===== config.mk =====
export PLATFORM = sky130hd
export DESIGN_NAME = inv_shift_mix_unit
export DESIGN_NICKNAME = d
export VERILOG_FILES = /design/src/rtl/aes_pkg.sv /design/src/rtl/inv_mix_column.sv /design/src/rtl/inv_shift_mix_unit.sv
export SDC_FILE = /design/constraint.sdc
export NUM_CORES = 1
export LEC_CHECK = 0
export ABC_CLOCK_PERIOD_IN_PS = 3700
export CAP_MARGIN = 20
export CORE_ASPECT_RATIO = 1.1
export CORE_MARGIN = 3
export CORE_UTILIZATION = 48
export CTS_CLUSTER_SIZE = 30
export DETAILED_ROUTE_END_ITERATION = 8
export PLACE_DENSITY_LB_ADDON = 0.1
export SYNTH_ARGS = -nofsm -noshare
export SYNTH_HDL_FRONTEND = slang
export SYNTH_SLANG_ARGS = --single-unit

===== constraint.sdc =====
create_clock -name clk -period 3.7 [get_ports clk]
set_input_delay 0.37 -clock clk [delete_from_list [all_inputs] [get_ports clk]]
set_output_delay 0.37 -clock clk [all_outputs]
set_load 0.02 [all_outputs]

===== src/rtl/aes_pkg.sv =====
// -----------------------------------------------------------------------------
// aes_pkg
// Shared AES types and GF(2^8) helpers for the SIMD AES datapath.
//   byte_t / column_t / state_t : byte, 32-bit column and 128-bit state types
//   inv_fsm_t                   : control states of the decrypt stage
//   xtime(), gf_mul()           : GF(2^8) arithmetic modulo x^8+x^4+x^3+x+1
//   inv_shift_rows()            : InvShiftRows on a column-major state
// State layout: byte k = state[127-8k -: 8], row = k%4, col = k/4.
// -----------------------------------------------------------------------------
package aes_pkg;

  typedef logic [7:0]   byte_t;
  typedef logic [31:0]  column_t;
  typedef logic [127:0] state_t;

  typedef enum logic [1:0] {
    IDLE = 2'd0,
    MIX  = 2'd1,
    DONE = 2'd2
  } inv_fsm_t;

  // Low byte of the reduction polynomial 0x11B; the x^8 term is implicit.
  localparam byte_t GF_POLY = 8'h1B;

  // Multiply by x in GF(2^8).
  function automatic byte_t xtime(input byte_t b);
    return {b[6:0], 1'b0} ^ (b[7] ? GF_POLY : 8'h00);
  endfunction

  // Multiply by a 4-bit constant (0x09/0x0B/0x0D/0x0E for InvMixColumns)
  // as a shift-and-add over the constant's bits.
  function automatic byte_t gf_mul(input byte_t b, input logic [3:0] k);
    byte_t p;
    byte_t acc;
    p   = b;
    acc = '0;
    for (int i = 0; i < 4; i++) begin
      if (k[i]) acc = acc ^ p;
      p = xtime(p);
    end
    return acc;
  endfunction

  // Row r is rotated right by r bytes: out(r,c) = in(r,(c-r) mod 4).
  function automatic state_t inv_shift_rows(input state_t s);
    state_t r;
    r = '0;
    for (int c = 0; c < 4; c++) begin
      for (int row = 0; row < 4; row++) begin
        r[127 - 8*(4*c + row) -: 8] = s[127 - 8*(4*((c - row + 4) % 4) + row) -: 8];
      end
    end
    return r;
  endfunction

endpackage


===== src/rtl/inv_mix_column.sv =====
// -----------------------------------------------------------------------------
// inv_mix_column
// Combinational InvMixColumns of one 32-bit column.
//   col_i : input column, row 0 in bits [31:24]
//   col_o : transformed column, same byte order
// out_r = 0e*a_r ^ 0b*a_(r+1) ^ 0d*a_(r+2) ^ 09*a_(r+3), indices mod 4.
// -----------------------------------------------------------------------------
module inv_mix_column
  import aes_pkg::*;
(
  input  logic [31:0] col_i,
  output logic [31:0] col_o
);

  byte_t a [4];

  // NOTE: every combinational output gets a default before any conditional
  // or looped assignment, so no path can leave it unassigned (no latch).
  always_comb begin
    col_o = '0;
    for (int r = 0; r < 4; r++) a[r] = col_i[31 - 8*r -: 8];
    for (int r = 0; r < 4; r++) begin
      col_o[31 - 8*r -: 8] = gf_mul(a[r],           4'hE) ^
                             gf_mul(a[(r + 1) % 4], 4'hB) ^
                             gf_mul(a[(r + 2) % 4], 4'hD) ^
                             gf_mul(a[(r + 3) % 4], 4'h9);
    end
  end

endmodule


===== src/rtl/inv_shift_mix_unit.sv =====
// -----------------------------------------------------------------------------
// inv_shift_mix_unit
// Decrypt-side stage: InvShiftRows on accept, then InvMixColumns iterated over
// COLS_PER_CYCLE columns per cycle, with valid/ready on both sides.
//   clk, rst            : clock, synchronous active-high reset
//   in_valid / in_ready : upstream handshake (ready only in IDLE)
//   state_in, skip_mix  : input state; skip_mix=1 bypasses InvMixColumns
//   round_key           : (INV_ADDKEY_EN only) XORed after InvShiftRows
//   out_valid/out_ready : downstream handshake
//   state_out           : working register, meaningful while out_valid=1
//   busy                : high whenever not IDLE
// Build option: define INV_ADDKEY_EN to add the round_key input.
// Parameter COLS_PER_CYCLE: 1, 2 or 4.
// -----------------------------------------------------------------------------
module inv_shift_mix_unit
  import aes_pkg::*;
#(
  parameter int COLS_PER_CYCLE = 1
) (
  input  logic         clk,
  input  logic         rst,
  input  logic         in_valid,
  output logic         in_ready,
  input  logic [127:0] state_in,
  input  logic         skip_mix,
`ifdef INV_ADDKEY_EN
  input  logic [127:0] round_key,
`endif
  output logic         out_valid,
  input  logic         out_ready,
  output logic [127:0] state_out,
  output logic         busy
);

  if (!(COLS_PER_CYCLE == 1 || COLS_PER_CYCLE == 2 || COLS_PER_CYCLE == 4)) begin : g_bad_cols
    $error("inv_shift_mix_unit: COLS_PER_CYCLE must be 1, 2 or 4");
  end

  localparam logic [1:0] CNT_STEP = 2'(COLS_PER_CYCLE);
  // Counter value at which the final group of columns is processed.
  localparam logic [1:0] LAST_CNT = 2'(4 - COLS_PER_CYCLE);

  inv_fsm_t   fsm_q,   fsm_d;
  logic [1:0] cnt_q,   cnt_d;
  state_t     state_q, state_d;
  state_t     loaded;

  logic [1:0]  col_idx [COLS_PER_CYCLE];
  column_t     mix_in  [COLS_PER_CYCLE];
  column_t     mix_out [COLS_PER_CYCLE];

  // Column c lives at bits [32*(3-c) +: 32]; ~c == 3-c for a 2-bit index.
  for (genvar g = 0; g < COLS_PER_CYCLE; g++) begin : g_mix
    assign col_idx[g] = cnt_q + 2'(g);
    assign mix_in[g]  = state_q[{~col_idx[g], 5'b0} +: 32];
    inv_mix_column u_col (
      .col_i (mix_in[g]),
      .col_o (mix_out[g])
    );
  end

`ifdef INV_ADDKEY_EN
  // Equivalent-decryption order: key added before InvMixColumns.
  assign loaded = inv_shift_rows(state_in) ^ round_key;
`else
  assign loaded = inv_shift_rows(state_in);
`endif

  always_comb begin
    fsm_d   = fsm_q;
    cnt_d   = cnt_q;
    state_d = state_q;
    unique case (fsm_q)
      IDLE: begin
        if (in_valid) begin
          state_d = loaded;
          cnt_d   = '0;
          fsm_d   = skip_mix ? DONE : MIX;
        end
      end
      MIX: begin
        for (int g = 0; g < COLS_PER_CYCLE; g++) begin
          state_d[{~col_idx[g], 5'b0} +: 32] = mix_out[g];
        end
        cnt_d = cnt_q + CNT_STEP;
        if (cnt_q == LAST_CNT) fsm_d = DONE;
      end
      DONE: begin
        if (out_ready) fsm_d = IDLE;
      end
      default: fsm_d = IDLE;
    endcase
  end

  // NOTE: sequential state uses non-blocking assignments only, so every
  // register samples pre-edge values regardless of statement order.
  always_ff @(posedge clk) begin
    if (rst) begin
      fsm_q   <= IDLE;
      cnt_q   <= '0;
      // NOTE: the working register is reset too, because state_out must read
      // zero after reset and an aborted operation must not leak out.
      state_q <= '0;
    end else begin
      fsm_q   <= fsm_d;
      cnt_q   <= cnt_d;
      state_q <= state_d;
    end
  end

  // Gated by rst so that the unit never advertises ready in the reset cycle.
  assign in_ready  = (fsm_q == IDLE) && !rst;
  assign out_valid = (fsm_q == DONE);
  assign busy      = (fsm_q != IDLE);
  assign state_out = state_q;

endmodule


==> impl_metrics.yaml <==
sta:
  slew_headroom_pct: 45.3
  grt_setup_unrepaired: "false"
  hold_viol_final: 0
  final_max_slew_viol_count: 0
  setup_viol: 0
  period_share_pct: 94.4
  clock.fmax_mhz: 286
  fin_setup_tns_ns: 0
  skew_ns: 0.00961
  tightest_slew_ns: 0.820
  holdWs_ns: 0.465
  fin_crit_ns: 3.49
routing:
  drtIter0Drc: 1053
  drt.antenna.violating_nets: 0
  wl_per_cell_um: 24.7
  routed_via_density: 6.31
  vias: 8751
  drc: 0
  wirelength_mm: 34.2
  dr.pass1.iters: 8
worst_setup_path:
  cp-startpoint: "cnt_q[0]"
  critical_path_buf_inv_count: 1
  cp_max_fo: 30
  worst-setup-path-type: "reg -> reg"
  critPathLaunchType: "register"
  crit_chain: "buf_12, mux4_2, xnor2_1, xnor2_1, xor2_1, xnor3_1, a221oi_1, nor3_1"
  r2r-start: "cnt_q[0]"
  r2r-end: "state_out[67]"
  cp_common_cell: "xnor2_1"
  required_ns: 3.98
  cp_slowest_stage_delay_ns: 0.66
  crit_family: "XOR/XNOR gates"
  cp_data_arrival_time_ns: 3.77
  setup.worst_path.end_class: "register"
  crit_path_top_delay_cell: "mux4_2"
  ff2ff_path_depth: 8
  r2r_slack_ns: 0.21
die:
  row_count: 50
  io_pins: 264
  die-area_mm2: 0.0197
  die_h_um: 147
  core_mm2: 0.0174
  start_util_pct: 49.9
  dieWidth_um: 134
placed_design:
  dp_hpwl_mm: 24.6
  port_buffers: 263
  gp_congestion: 0.955
logic_synthesis:
  yosys_warnings: 0
  synth_top_area_share_pct: 30.4
  yosysTopAreaCell: "dfxtp_1"
  ys_seq_area_share_pct: 30.4
  synth_area_leaders: "dfxtp_1 30%, xnor2_1 9.7%, a221oi_1 9.2%"
  syn_nets: 1037
  synth_edf_count: 0
  synthesis.area_mm2: 0.00868
  avgSynthCellArea_um2: 9.65
  netlist_top_cells_count: "132 x dfxtp_1, 110 x nor2_1, 97 x nor3_1"
  synth_cells: 900
  ys_ff_latch: 132
  async_flop_share_pct: 0
  synth_cell_type_count: 42
  yosysMostFrequentCell: "dfxtp_1"
  synth_flop_cell: "dfxtp_1"
final_layout:
  multi_input_area_mm2: 0.00570
  nNetsFinal: 1276
  nFillCells: 1390
  area_growth_pct: 41.6
  seq_area_mm2: 0.00265
  drive_gt1_share_pct: 11.7
  num_antenna_cells: 0
clock_network:
  cts_buffers: 17
  cts_sinks: 132
  cts_setup_buffers: 0
  cts_tree: "built"
  clk_path_buf_depth: 2
  cts-resized-gates: 0
  cts.clk_slew.worst_paths_ns: 0.06
  clkLatencyLatePin_ns: 0.43
  cts_root_buffer: "clkbuf_16"
  htreeDepth: 4
  cts_hold_buf: 0
outcome:
  status: "complete, no violations"
power_and_ir_drop:
  ir_drop_mv: 0.611
  power_leakage_nw: 4.64
  total_power_mw: 10.7
  p_per_area_mw_per_mm2: 871
grt:
  grt_pass1_vias: 8783
  grt_remaining_overflow: 0
  antenna_found_initial: 0
  grt_max_degree: 98
  gr-usage-all-layers_pct: 34.2
  grt_pass1_wl_mm: 51.9
worst_hold_path:
  min_path_cells: 2
  min_to: "fsm_q[1]"
  min_from: "rst"
  hp-class: "in -> reg"
run:
  maxCapViolCount: 0
-- stage by stage --
step,utilization [%],instance area (um^2),worst slack [ns],instances
after floorplan,-,8680,0.464,900
after global placement,67.0,11700,0.350,1354
after detailed placement,67.0,11700,0.279,1354
after CTS,70.7,12300,0.280,1386
after global routing,70.7,12300,0.0746,1386
final,70.7,12300,0.207,1386
-- worst max-delay path by stage --
| stage | slack, ns | depth (start not counted) | to |
|---|---|---|---|
| 2_1_floorplan | 0.46 | 8 | state_out[5] |
| 3_3_place_gp | 0.35 | 9 | state_out[74] |
| 3_5_place_dp | 0.28 | 8 | state_out[67] |
| 4_1_cts | 0.28 | 8 | state_out[67] |
| 5_1_grt | 0.07 | 8 | state_out[67] |
| 6_report | 0.21 | 8 | state_out[67] |
-- registers in the layout (all words and copies together), names as in the netlist --
signal     flops
cnt_q          2
fsm_q          2
state_out    128
-- cells in the final DEF (no fill, tap or decap), drive strengths merged, types with 5 or more instances in the layout --
master and n:
nor3 97, clkdlybuf4s50 262, xor2 43, clkinv 7
xnor2 108, dfxtp 132, clkbuf 17, o21ai 8
nand2 46, xnor3 33, a31oi 20, a21oi 20
nand3 21, a221oi 93, buf 43, inv 5
mux4 32, nor2 110
-- layer usage --
| metal | routed length [um] | vias up | GRT usage (%) |
|---|---|---|---|
| li1 | - | 3782 | - |
| met1 | 12800 | 4151 | 45.8 |
| met2 | 16300 | 700 | 55.0 |
| met3 | 3740 | 118 | 6.51 |
| met4 | 1360 | 0 | 13.2 |
| met5 | 0 | - | 0 |
-- power breakdown --
group | leakage (nW) | switching [mW] | internal, mW | total [mW]
registers | 1.09 | 0.155 | 1.59 | 1.74
clock network | 0.301 | 0.694 | 1.13 | 1.83
logic | 3.24 | 3.92 | 3.21 | 7.13
total | 4.64 | 4.77 | 5.94 | 10.7
-- kinds of logic (layout without fill, tap and decap cells) --
logic type	after synthesis	count (layout)	synth area share [%]
AO/OA/AOI/OAI	161	161	14.3
XOR/XNOR	188	188	26.6
adder cells (fa/ha/maj)	4	4	0.576
buffers and inverters	89	341	4.60
flip-flops	132	132	30.4
multiplexers	32	32	8.34
AND/OR/NAND/NOR	294	294	15.1
-- final cells by class --
type                       instances  area share [%]
inverter                           4           0.122
clock inverter                    15            1.69
tap                              234            2.38
timing repair buffer             305            24.5
sequential                       132            21.5
clock buffer                      17            3.46
multi-input combinational        679            46.4
(Power assumes the default switching activity.)
